## config.mk

```make
export PLATFORM = sky130hd
export DESIGN_NAME = cpu_bus_guard_flat
export DESIGN_NICKNAME = d
export VERILOG_FILES = /design/src/rtl/tk1_bus_pkg.sv /design/src/rtl/cpu_bus_guard_if.sv /design/src/rtl/cpu_bus_guard_policy.sv /design/src/rtl/cpu_bus_guard.sv /design/src/flat_wrapper.sv
export SDC_FILE = /design/constraint.sdc
export NUM_CORES = 1
export LEC_CHECK = 0
export BUFFER_PORTS_ARGS = -buffer_cell sky130_fd_sc_hd__buf_2
export CAP_MARGIN = 20
export CORE_ASPECT_RATIO = 0.75
export CORE_UTILIZATION = 30
export CTS_CLUSTER_DIAMETER = 150
export DETAILED_ROUTE_END_ITERATION = 16
export HOLD_SLACK_MARGIN = 0.02
export PLACE_DENSITY = 0.53
export REMOVE_ABC_BUFFERS = 1
export SLEW_MARGIN = 20
export SYNTH_ARGS = -nofsm -noshare
export SYNTH_HDL_FRONTEND = slang
export SYNTH_SLANG_ARGS = --single-unit
```

## constraint.sdc

```tcl
create_clock -name clk -period 4.6 [get_ports clk]
set_clock_uncertainty 0.1 [all_clocks]
set_input_delay 0.46 -clock clk [delete_from_list [all_inputs] [get_ports clk]]
set_output_delay 0.46 -clock clk [all_outputs]
set_load 0.005 [all_outputs]
```

## src/rtl/tk1_bus_pkg.sv

```systemverilog
// Shared constants for the tk1 memory map and the CPU bus guard.
// The top-level address decoder uses the same area prefixes.
package tk1_bus_pkg;

    // Top-level address areas, selected by addr[31:30].
    localparam logic [1:0] AREA_ROM      = 2'h0;
    localparam logic [1:0] AREA_RAM      = 2'h1;
    localparam logic [1:0] AREA_RESERVED = 2'h2;
    localparam logic [1:0] AREA_MMIO     = 2'h3;

    // Core prefix within MMIO (addr[29:24]) that selects firmware RAM.
    localparam logic [5:0] FW_RAM_PREFIX = 6'h10;

    // Data returned to the CPU on a blocked or timed-out access.
    localparam logic [31:0] ERR_RDATA_DEFAULT = 32'h0000_0000;

    // Guard FSM states.
    typedef enum logic [1:0] {
        ST_IDLE  = 2'd0,
        ST_CHECK = 2'd1,
        ST_WAIT  = 2'd2,
        ST_RESP  = 2'd3
    } guard_state_e;

    // Area selector taken from the top address byte.
    function automatic logic [1:0] addr_area(input logic [7:0] addr_hi);
        return addr_hi[7:6];
    endfunction

    // True when the top address byte selects firmware RAM (0xD0xx_xxxx).
    function automatic logic is_fw_ram(input logic [7:0] addr_hi);
        return (addr_hi == {AREA_MMIO, FW_RAM_PREFIX});
    endfunction

endpackage

```

## src/rtl/cpu_bus_guard_if.sv

```systemverilog
// Simple valid/ready memory bus as used by the picorv32 memory port.
// The master issues requests; the slave returns one ready strobe with data.
interface cpu_bus_guard_if;
    logic        valid;
    logic        instr;
    logic [31:0] addr;
    logic [3:0]  wstrb;
    logic [31:0] wdata;
    logic        ready;
    logic [31:0] rdata;

    modport master (
        output valid, instr, addr, wstrb, wdata,
        input  ready, rdata
    );

    modport slave (
        input  valid, instr, addr, wstrb, wdata,
        output ready, rdata
    );
endinterface

```

## src/rtl/cpu_bus_guard_policy.sv

```systemverilog
// Combinational access-policy check for the bus guard.
// Only the top address byte matters for the policy, so only it is passed in.
module bus_guard_policy
    import tk1_bus_pkg::*;
(
    input  logic [7:0] addr_hi,
    input  logic [3:0] wstrb,
    input  logic       instr,
    input  logic       fw_app_mode,
    output logic       blocked
);

    logic rom_s;
    logic mmio_s;
    logic fw_ram_s;
    logic write_s;

    // Classify the access and combine the four blocking rules.
    always_comb begin
        rom_s    = (addr_area(addr_hi) == AREA_ROM);
        mmio_s   = (addr_area(addr_hi) == AREA_MMIO);
        fw_ram_s = is_fw_ram(addr_hi);
        write_s  = (wstrb != 4'h0);
        blocked  = (rom_s && write_s)          // ROM is never writable
                || (fw_app_mode && rom_s)      // apps cannot touch ROM at all
                || (fw_app_mode && fw_ram_s)   // apps cannot touch firmware RAM
                || (instr && mmio_s);          // no execution from MMIO
    end

endmodule

```

## src/rtl/cpu_bus_guard.sv

```systemverilog
// Registered request stage between the CPU memory port and the address
// decode / read-data mux. Blocks disallowed accesses, bounds every device
// access with a timeout, and keeps sticky fault status for software.
module cpu_bus_guard
    import tk1_bus_pkg::*;
#(
    parameter int unsigned TIMEOUT_CYCLES = 255,
    parameter int unsigned CNT_WIDTH      = 8,
    parameter logic [31:0] ERR_RDATA      = ERR_RDATA_DEFAULT
) (
    input  logic                 clk,
    input  logic                 reset,
    input  logic                 fw_app_mode,
    input  logic                 clear_status,
    cpu_bus_guard_if.slave       cpu_bus,
    cpu_bus_guard_if.master      dev_bus,
    output logic                 violation,
    output logic                 timeout,
    output logic [CNT_WIDTH-1:0] violation_count
);

    localparam logic [CNT_WIDTH-1:0] CNT_ONE      = {{(CNT_WIDTH-1){1'b0}}, 1'b1};
    localparam logic [CNT_WIDTH-1:0] CNT_MAX      = {CNT_WIDTH{1'b1}};
    // The counter is cleared when dev_valid rises, so the last waiting
    // cycle before abort is the one where it holds TIMEOUT_CYCLES-1.
    localparam logic [CNT_WIDTH-1:0] TIMEOUT_LAST = CNT_WIDTH'(TIMEOUT_CYCLES - 32'd1);

    guard_state_e         state_q, state_d;
    logic [31:0]          addr_q, addr_d;
    logic [3:0]           wstrb_q, wstrb_d;
    logic [31:0]          wdata_q, wdata_d;
    logic                 instr_q, instr_d;
    logic                 dev_valid_q, dev_valid_d;
    logic                 cpu_ready_q, cpu_ready_d;
    logic [31:0]          cpu_rdata_q, cpu_rdata_d;
    logic [CNT_WIDTH-1:0] cnt_q, cnt_d;
    logic                 violation_q, violation_d;
    logic                 timeout_q, timeout_d;
    logic [CNT_WIDTH-1:0] vcount_q, vcount_d;

    logic                 blocked_s;
    logic                 viol_event_s;
    logic                 tout_event_s;
    logic                 viol_base_s;
    logic                 tout_base_s;
    logic [CNT_WIDTH-1:0] vcount_base_s;

    bus_guard_policy u_policy (
        .addr_hi     (addr_q[31:24]),
        .wstrb       (wstrb_q),
        .instr       (instr_q),
        .fw_app_mode (fw_app_mode),
        .blocked     (blocked_s)
    );

    // Request FSM: latch, check policy, wait for device or timeout, respond.
    always_comb begin
        state_d      = state_q;
        addr_d       = addr_q;
        wstrb_d      = wstrb_q;
        wdata_d      = wdata_q;
        instr_d      = instr_q;
        dev_valid_d  = 1'b0;
        cpu_ready_d  = 1'b0;
        cpu_rdata_d  = cpu_rdata_q;
        cnt_d        = cnt_q;
        viol_event_s = 1'b0;
        tout_event_s = 1'b0;

        case (state_q)
            ST_IDLE: begin
                if (cpu_bus.valid) begin
                    addr_d  = cpu_bus.addr;
                    wstrb_d = cpu_bus.wstrb;
                    wdata_d = cpu_bus.wdata;
                    instr_d = cpu_bus.instr;
                    state_d = ST_CHECK;
                end else begin
                    state_d = ST_IDLE;
                end
            end
            ST_CHECK: begin
                if (blocked_s) begin
                    cpu_rdata_d  = ERR_RDATA;
                    cpu_ready_d  = 1'b1;
                    viol_event_s = 1'b1;
                    state_d      = ST_RESP;
                end else begin
                    dev_valid_d = 1'b1;
                    cnt_d       = '0;
                    state_d     = ST_WAIT;
                end
            end
            ST_WAIT: begin
                // A ready in the limit cycle still completes normally.
                if (dev_bus.ready) begin
                    cpu_rdata_d = dev_bus.rdata;
                    cpu_ready_d = 1'b1;
                    state_d     = ST_RESP;
                end else if (cnt_q == TIMEOUT_LAST) begin
                    cpu_rdata_d  = ERR_RDATA;
                    cpu_ready_d  = 1'b1;
                    tout_event_s = 1'b1;
                    state_d      = ST_RESP;
                end else begin
                    dev_valid_d = 1'b1;
                    cnt_d       = cnt_q + CNT_ONE;
                    state_d     = ST_WAIT;
                end
            end
            ST_RESP: begin
                state_d = ST_IDLE;
            end
            default: begin
                state_d = ST_IDLE;
            end
        endcase
    end

    // Sticky status: clear first, then let a same-cycle event set it again.
    always_comb begin
        viol_base_s   = clear_status ? 1'b0 : violation_q;
        tout_base_s   = clear_status ? 1'b0 : timeout_q;
        vcount_base_s = clear_status ? '0   : vcount_q;
        violation_d   = viol_event_s ? 1'b1 : viol_base_s;
        timeout_d     = tout_event_s ? 1'b1 : tout_base_s;
        if (!viol_event_s) begin
            vcount_d = vcount_base_s;
        end else if (vcount_base_s == CNT_MAX) begin
            vcount_d = CNT_MAX;
        end else begin
            vcount_d = vcount_base_s + CNT_ONE;
        end
    end

    // State and output registers with synchronous reset.
    always_ff @(posedge clk) begin
        if (reset) begin
            state_q     <= ST_IDLE;
            addr_q      <= '0;
            wstrb_q     <= '0;
            wdata_q     <= '0;
            instr_q     <= 1'b0;
            dev_valid_q <= 1'b0;
            cpu_ready_q <= 1'b0;
            cpu_rdata_q <= '0;
            cnt_q       <= '0;
            violation_q <= 1'b0;
            timeout_q   <= 1'b0;
            vcount_q    <= '0;
        end else begin
            state_q     <= state_d;
            addr_q      <= addr_d;
            wstrb_q     <= wstrb_d;
            wdata_q     <= wdata_d;
            instr_q     <= instr_d;
            dev_valid_q <= dev_valid_d;
            cpu_ready_q <= cpu_ready_d;
            cpu_rdata_q <= cpu_rdata_d;
            cnt_q       <= cnt_d;
            violation_q <= violation_d;
            timeout_q   <= timeout_d;
            vcount_q    <= vcount_d;
        end
    end

    assign cpu_bus.ready   = cpu_ready_q;
    assign cpu_bus.rdata   = cpu_rdata_q;
    assign dev_bus.valid   = dev_valid_q;
    assign dev_bus.instr   = instr_q;
    assign dev_bus.addr    = addr_q;
    assign dev_bus.wstrb   = wstrb_q;
    assign dev_bus.wdata   = wdata_q;
    assign violation       = violation_q;
    assign timeout         = timeout_q;
    assign violation_count = vcount_q;

endmodule

```

## src/flat_wrapper.sv

```systemverilog
// flat-port wrapper written by rule: the top's interface ports become plain ports
module cpu_bus_guard_flat import tk1_bus_pkg::*;
#(
    parameter int unsigned TIMEOUT_CYCLES = 255,
    parameter int unsigned CNT_WIDTH      = 8,
    parameter logic [31:0] ERR_RDATA      = ERR_RDATA_DEFAULT
)
  (clk, reset, fw_app_mode, clear_status, violation, timeout, violation_count, cpu_bus_valid, cpu_bus_instr, cpu_bus_addr, cpu_bus_wstrb, cpu_bus_wdata, cpu_bus_ready, cpu_bus_rdata, dev_bus_valid, dev_bus_instr, dev_bus_addr, dev_bus_wstrb, dev_bus_wdata, dev_bus_ready, dev_bus_rdata);
  cpu_bus_guard_if cpu_bus_i ();
  cpu_bus_guard_if dev_bus_i ();
  input  logic clk;
  input  logic reset;
  input  logic fw_app_mode;
  input  logic clear_status;
  output logic violation;
  output logic timeout;
  output logic [CNT_WIDTH-1:0] violation_count;
  input wire logic [$bits(cpu_bus_i.valid)-1:0] cpu_bus_valid;
  input wire logic [$bits(cpu_bus_i.instr)-1:0] cpu_bus_instr;
  input wire logic [$bits(cpu_bus_i.addr)-1:0] cpu_bus_addr;
  input wire logic [$bits(cpu_bus_i.wstrb)-1:0] cpu_bus_wstrb;
  input wire logic [$bits(cpu_bus_i.wdata)-1:0] cpu_bus_wdata;
  output wire logic [$bits(cpu_bus_i.ready)-1:0] cpu_bus_ready;
  output wire logic [$bits(cpu_bus_i.rdata)-1:0] cpu_bus_rdata;
  output wire logic [$bits(dev_bus_i.valid)-1:0] dev_bus_valid;
  output wire logic [$bits(dev_bus_i.instr)-1:0] dev_bus_instr;
  output wire logic [$bits(dev_bus_i.addr)-1:0] dev_bus_addr;
  output wire logic [$bits(dev_bus_i.wstrb)-1:0] dev_bus_wstrb;
  output wire logic [$bits(dev_bus_i.wdata)-1:0] dev_bus_wdata;
  input wire logic [$bits(dev_bus_i.ready)-1:0] dev_bus_ready;
  input wire logic [$bits(dev_bus_i.rdata)-1:0] dev_bus_rdata;
  assign cpu_bus_i.valid = cpu_bus_valid;
  assign cpu_bus_i.instr = cpu_bus_instr;
  assign cpu_bus_i.addr = cpu_bus_addr;
  assign cpu_bus_i.wstrb = cpu_bus_wstrb;
  assign cpu_bus_i.wdata = cpu_bus_wdata;
  assign cpu_bus_ready = cpu_bus_i.ready;
  assign cpu_bus_rdata = cpu_bus_i.rdata;
  assign dev_bus_valid = dev_bus_i.valid;
  assign dev_bus_instr = dev_bus_i.instr;
  assign dev_bus_addr = dev_bus_i.addr;
  assign dev_bus_wstrb = dev_bus_i.wstrb;
  assign dev_bus_wdata = dev_bus_i.wdata;
  assign dev_bus_i.ready = dev_bus_ready;
  assign dev_bus_i.rdata = dev_bus_rdata;
  cpu_bus_guard #(.TIMEOUT_CYCLES(TIMEOUT_CYCLES), .CNT_WIDTH(CNT_WIDTH), .ERR_RDATA(ERR_RDATA)) u_core (.clk(clk), .reset(reset), .fw_app_mode(fw_app_mode), .clear_status(clear_status), .cpu_bus(cpu_bus_i), .dev_bus(dev_bus_i), .violation(violation), .timeout(timeout), .violation_count(violation_count));
endmodule
```

# Word-level counts from Yosys, hierarchy flattened
# Index checks and enable logic that the tools add are counted.
# totals
word_cells	72
inputBits	107
regBits	123
out_inout_bits	113
# op_classes
n_addsub	2
reduce_logical	16
eq_ne	12
n_mux	30
# op_table
cell	count
$mux 32	3
$pmux 32 s2	1
$mux 8	6
$eq 8x8->1 const B	3
$add 8x1->8 const B	2
$pmux 8 s2	1
$mux 1	15
$pmux 2 s4	1
$eq 2x2->1 const B	3
$ne 2x2->1 const B	3
$reduce_bool 2->1	3
$logic_and 1x1->1	4
$logic_not 2->1	2
$pmux 1 s2	2
$reduce_and 4->1	1
$reduce_bool 4->1	1
$logic_or 1x1->1	3
$ne 3x2->1 const B	1
$reduce_and 3->1	1
$eq 2x1->1 const B	1
$mux 2	1
$ne 2x1->1 const B	1
$reduce_and 2->1	1

# Logic depth before layout (Yosys ltp)
# logic_depth
ltp_word	8
mapped_depth	9
depth_no_buf	7

# Hierarchy
# Synthesis repeated with hierarchy kept, for this count alone.
# unflattened
hier_cells	510
hier_area_um2	4546.9
# modules_own_cells
module	instances	area_per_inst_um2	cells_each	seq_area_each_um2
cpu_bus_guard	1	4503.1	502	2462.4
bus_guard_policy	1	43.8	8	0.0

# Worst setup path after synthesis
# OpenSTA, ideal clock, no wires.
# synth_path
path_type	input to register
from	in clear_status
to	reg u_core.vcount_q[7], in the netlist u_core.violation_count[7]
n_path_buf	2
cell_stages	9
setup_slack_ns	2.557
setup_ns	0.095
t_arrival_ns	1.847
t_required_ns	4.405
path_cell_list	clkbuf_1 > nand2b_1 > inv_1 > ha_1 > clkbuf_1 > inv_1 > nor2_1 > o21ai_0 > a221oi_1
# synth_between
elab_chain_len	4
word_cells_on_any_way	5
cone_classes	add/sub: 1; eq/ne: 1; mux: 3
# synth_lines
element	line_no	rtl
start, declared	flat_wrapper.sv:14	input logic clear_status;
$mux 8 (*)	cpu_bus_guard.sv:124	vcount_base_s = clear_status ? '0 : vcount_q;
$add 8x1->8 / $eq 8x8->1 (equally long branches)	cpu_bus_guard.sv:132, cpu_bus_guard.sv:129	
$mux 8	cpu_bus_guard.sv:129	end else if (vcount_base_s == CNT_MAX) begin
$mux 8 (*)	cpu_bus_guard.sv:127	if (!viol_event_s) begin
end signal, assigned	cpu_bus_guard.sv:163	vcount_q <= vcount_d;
end, declared	cpu_bus_guard.sv:39	logic [CNT_WIDTH-1:0] vcount_q, vcount_d;
# Every way passes the cells marked *; elsewhere a longest branch is shown, timed or not.
# A chain may end at the register's enable or synchronous reset.

# Final worst setup path
# layout_path
from	reg u_core.wstrb_q[3], in the netlist u_core.dev_bus.wstrb[3]
to	reg u_core.cnt_q[2]
# layout_between
elab_chain_len	7
# layout_lines
element	line_no	rtl
start, declared	cpu_bus_guard.sv:30	logic [3:0] wstrb_q, wstrb_d;
start signal, assigned	cpu_bus_guard.sv:154	wstrb_q <= wstrb_d;
$reduce_bool 4->1	cpu_bus_guard_policy.sv:23	write_s = (wstrb != 4'h0);
$logic_and 1x1->1	cpu_bus_guard_policy.sv:24	blocked = (rom_s && write_s)
$logic_or 1x1->1	cpu_bus_guard_policy.sv:25	|| (fw_app_mode && rom_s)
$logic_or 1x1->1	cpu_bus_guard_policy.sv:26	|| (fw_app_mode && fw_ram_s)
$logic_or 1x1->1	cpu_bus_guard_policy.sv:27	|| (instr && mmio_s);
$ne 2x2->1 (no source line)	--	
$reduce_and 4->1 (no source line)	--	
end signal, assigned	cpu_bus_guard.sv:160	cnt_q <= cnt_d;
end, declared	cpu_bus_guard.sv:36	logic [CNT_WIDTH-1:0] cnt_q, cnt_d;
# No other way between the ends.

==> results.md <==
- Most frequent cell after synthesis: nand2_1
- CP required: 4.79 ns
- Port-buffer cells: ~220
- CP Launch Type: register
- Seq/Total Area, Yosys: between 50% and 60%
- Largest net degree at the start of global routing: 87
- Outcome: completed
- Hold slack: 0.162 ns
- # diodes: 0
- Vert. Die Dim: 109 um
- GRT Overall Usage: 17.1%
- Mean post-synth cell area: 8.69 um^2
- Critical Path Max Stage Delay: approximately 0.46 ns
- Ratio of cells with drive above 1 in the final layout: 35.1%
- DRC: 0
- Post-route setup TNS: 0 ns
- Pwr/cell area: approximately 500 nW/um^2
- Switching Fraction: 30.2%
- First-pass DRT Iterations: 4
- Clock share of power: approximately two fifths
- Dpl hpwl: between 9000 and 10000 um
- Comb pwr share: 21.5%
- Vias in the first global route: 4034
- Largest cells by area after synthesis: dfxtp_1, nand2_1, a21oi_1, a22o_1, ha_1
- Max-cap viol count: 0
- 1st-iter DRT viols: 317
- Sequential power share: 39.4%
- Clk buf depth: 2
- WL final: 13200 um
- TritonCTS Buffers: 17
- Dpl cell area: 5810 um^2
- Worst-margin pin slew: approximately 0.9 ns
- CTS tree: done
- Worst Setup End Kind: register
- Vias per inst: 4.67
- Mapped Cells: around 530
- Grt ovf: 0
- Root buf cell: clkbuf_16
- RePlAce Congestion: 0.810
- Finished layout cell area: approximately 6400 um^2
- Top post-synthesis cells by count: nand2_1, dfxtp_1, a21oi_1
- Crit-path max FO: 12
- #FFs+latches synth: 123
- Antenna Violating Nets Remaining: 0
- Net Switching: 0.000969 W
- First-pass GRT wire length: 20700 um
- Initial core utilization: 31.1%
- Hold Buf Count CTS: 0
- Clk sink count: 123
- Area leader, netlist: dfxtp_1
- Crit Path Category: register to register
- Pleak: ~3 nW
- Initial antenna violation count: 0
- Achievable clock frequency: about 410 MHz
- Layout Area Growth over Synthesis: 39.6%
- Max Transition Viols Final: 0
- Netlist cell types: 43
- Post-synth EDFFs: 0
- Asr flop ratio synth: 0%
- CP dominant cell by count: or3_1
- Crit-path slowest cell: or3_1
- Fillers: 1499
- H-tree depth: 4
- Flip-flop and latch area: 2460 um^2
- Worst relative slew slack: 38.7%
- IR Drop Worst-Case VDD: 0.275 mV
- Synth top area share: 53.9%
- Later-pin clock latency in the skew report: 0.40 ns
- Internal: 0.00224 W
- Tcrit/Tclk final: 52.6%
- Post-CTS Setup Bufs: 0
- Reg clk slew, reported paths: 0.06 ns
- Resized Gates After CTS: 0
- WL/cell: 14.0 um
- Full die area: 15700 um^2
- RSZ-0062 raised after global routing: no
- Final min period: 2.42 ns
- Site Rows: 38
- Arrival @ worst endpoint: 2.61 ns
- Footprint of the multi-input gates: approximately 1900 um^2
- Final Hold Viols: 0
- Final setup fails: 0
- Core area: 14700 um^2
- Nets: ~850
- Ys flop type: dfxtp_1
- YS warnings: 0
- # IOs: 220
- Via count: roughly 4400
- Worst path cell trace: or3_1 > o41ai_2 > or3_1 > a31oi_1 > a221o_1
- Die width: 145 um
- Worst Hold Class: primary input to register
- Cell Area, Synth: ~4600 um^2
-- cells by family after synthesis --
family                   Yosys count  share of synthesized area [%]
flip-flops                       123                           53.9
multiplexers                       1                          0.246
AND/OR/NAND/NOR                  214                           20.6
adder cells (fa/ha/maj)            7                           1.92
XOR/XNOR                           1                          0.192
AO/OA/AOI/OAI                    136                           19.3
buffers and inverters             44                           3.83
-- state kept, by name, indices dropped and copies added, names as in the netlist --
register / cells
u_core.dev_bus.instr: 1
u_core.violation: 1
u_core.timeout: 1
u_core.dev_bus.valid: 1
u_core.dev_bus.wstrb: 4
u_core.cpu_bus.ready: 1
u_core.dev_bus.addr: 32
u_core.violation_count: 8
u_core.cnt_q: 8
u_core.dev_bus.wdata: 32
u_core.cpu_bus.rdata: 32
u_core.state_q: 2
-- cells in the final DEF, fill, tap and decap left out, types with 4 or more instances in the layout --
| cell type | count |
|---|---|
| ha_1 | 7 |
| clkbuf_16 | 17 |
| dfxtp_1 | 123 |
| clkinvlp_4 | 5 |
| nor3_1 | 6 |
| nand2b_1 | 6 |
| inv_1 | 8 |
| nand3_1 | 6 |
| buf_4 | 5 |
| nor2b_1 | 9 |
| and3_1 | 5 |
| buf_2 | 219 |
| o21ai_0 | 4 |
| a31oi_1 | 5 |
| a22o_1 | 32 |
| a21oi_1 | 76 |
| nand2_1 | 146 |
| nor4_1 | 6 |
| nor2_1 | 14 |
-- layout make-up --
class                      count  share of cell area, %
inverter                       8                  0.471
clock buffer                  22                   7.43
multi-input combinational    359                   30.4
timing repair buffer         224                   17.8
sequential                   123                   38.6
clock inverter                10                   1.43
tap                          200                   3.92
-- power by group through the flow --
stage	logic (W)	clock network (W)	registers (W)
floorplan	0.000365	0	0.00129
global placement	0.000684	0	0.00128
detailed placement	0.000696	0	0.00128
CTS	0.000697	0.00129	0.00126
global route	0.000777	0.00135	0.00128
finish	0.000689	0.00126	0.00126
-- metrics by stage --
stage | cells | total power [W] | utilization (%) | setup slack [ns]
finish | 946 | 0.00321 | 43.4 | 2.18
global route | 946 | 0.00341 | 43.4 | 1.96
CTS | 946 | 0.00325 | 43.4 | 2.11
detailed placement | 914 | 0.00198 | 39.6 | 1.94
global placement | 914 | 0.00196 | 39.6 | 1.98
floorplan | 490 | 0.00166 | - | 2.21
-- worst max-delay path, delay by kind of cell (launching register included) --
family | cells | cell delay, ns
simple gates | 2 | 0.85
compound gates | 3 | 1.04
flops | 1 | 0.32
-- per-layer routing --
layer / GRT usage, % / vias to the layer above / wire length (um)
met4: 5.94 / 0 / 140
met5: 0 / - / 0
li1: - / 2226 / -
met1: 21.2 / 2075 / 6010
met3: 4.92 / 11 / 589
met2: 28.4 / 106 / 6510
-- worst paths after layout --
check | startpoint | endpoint | slack (ns) | depth (start not counted)
worst max-delay path | u_core.dev_bus.wstrb[3] | u_core.cnt_q[2] | 2.18 | 5
worst min-delay path | dev_bus_rdata[16] | u_core.cpu_bus.rdata[16] | 0.16 | 2
worst max register to register | u_core.dev_bus.wstrb[3] | u_core.cnt_q[2] | 2.18 | 5
worst min register to register | u_core.dev_bus.wdata[8] | u_core.dev_bus.wdata[8] | 0.35 | 2
Note: power is estimated with default switching activity, not from simulation.
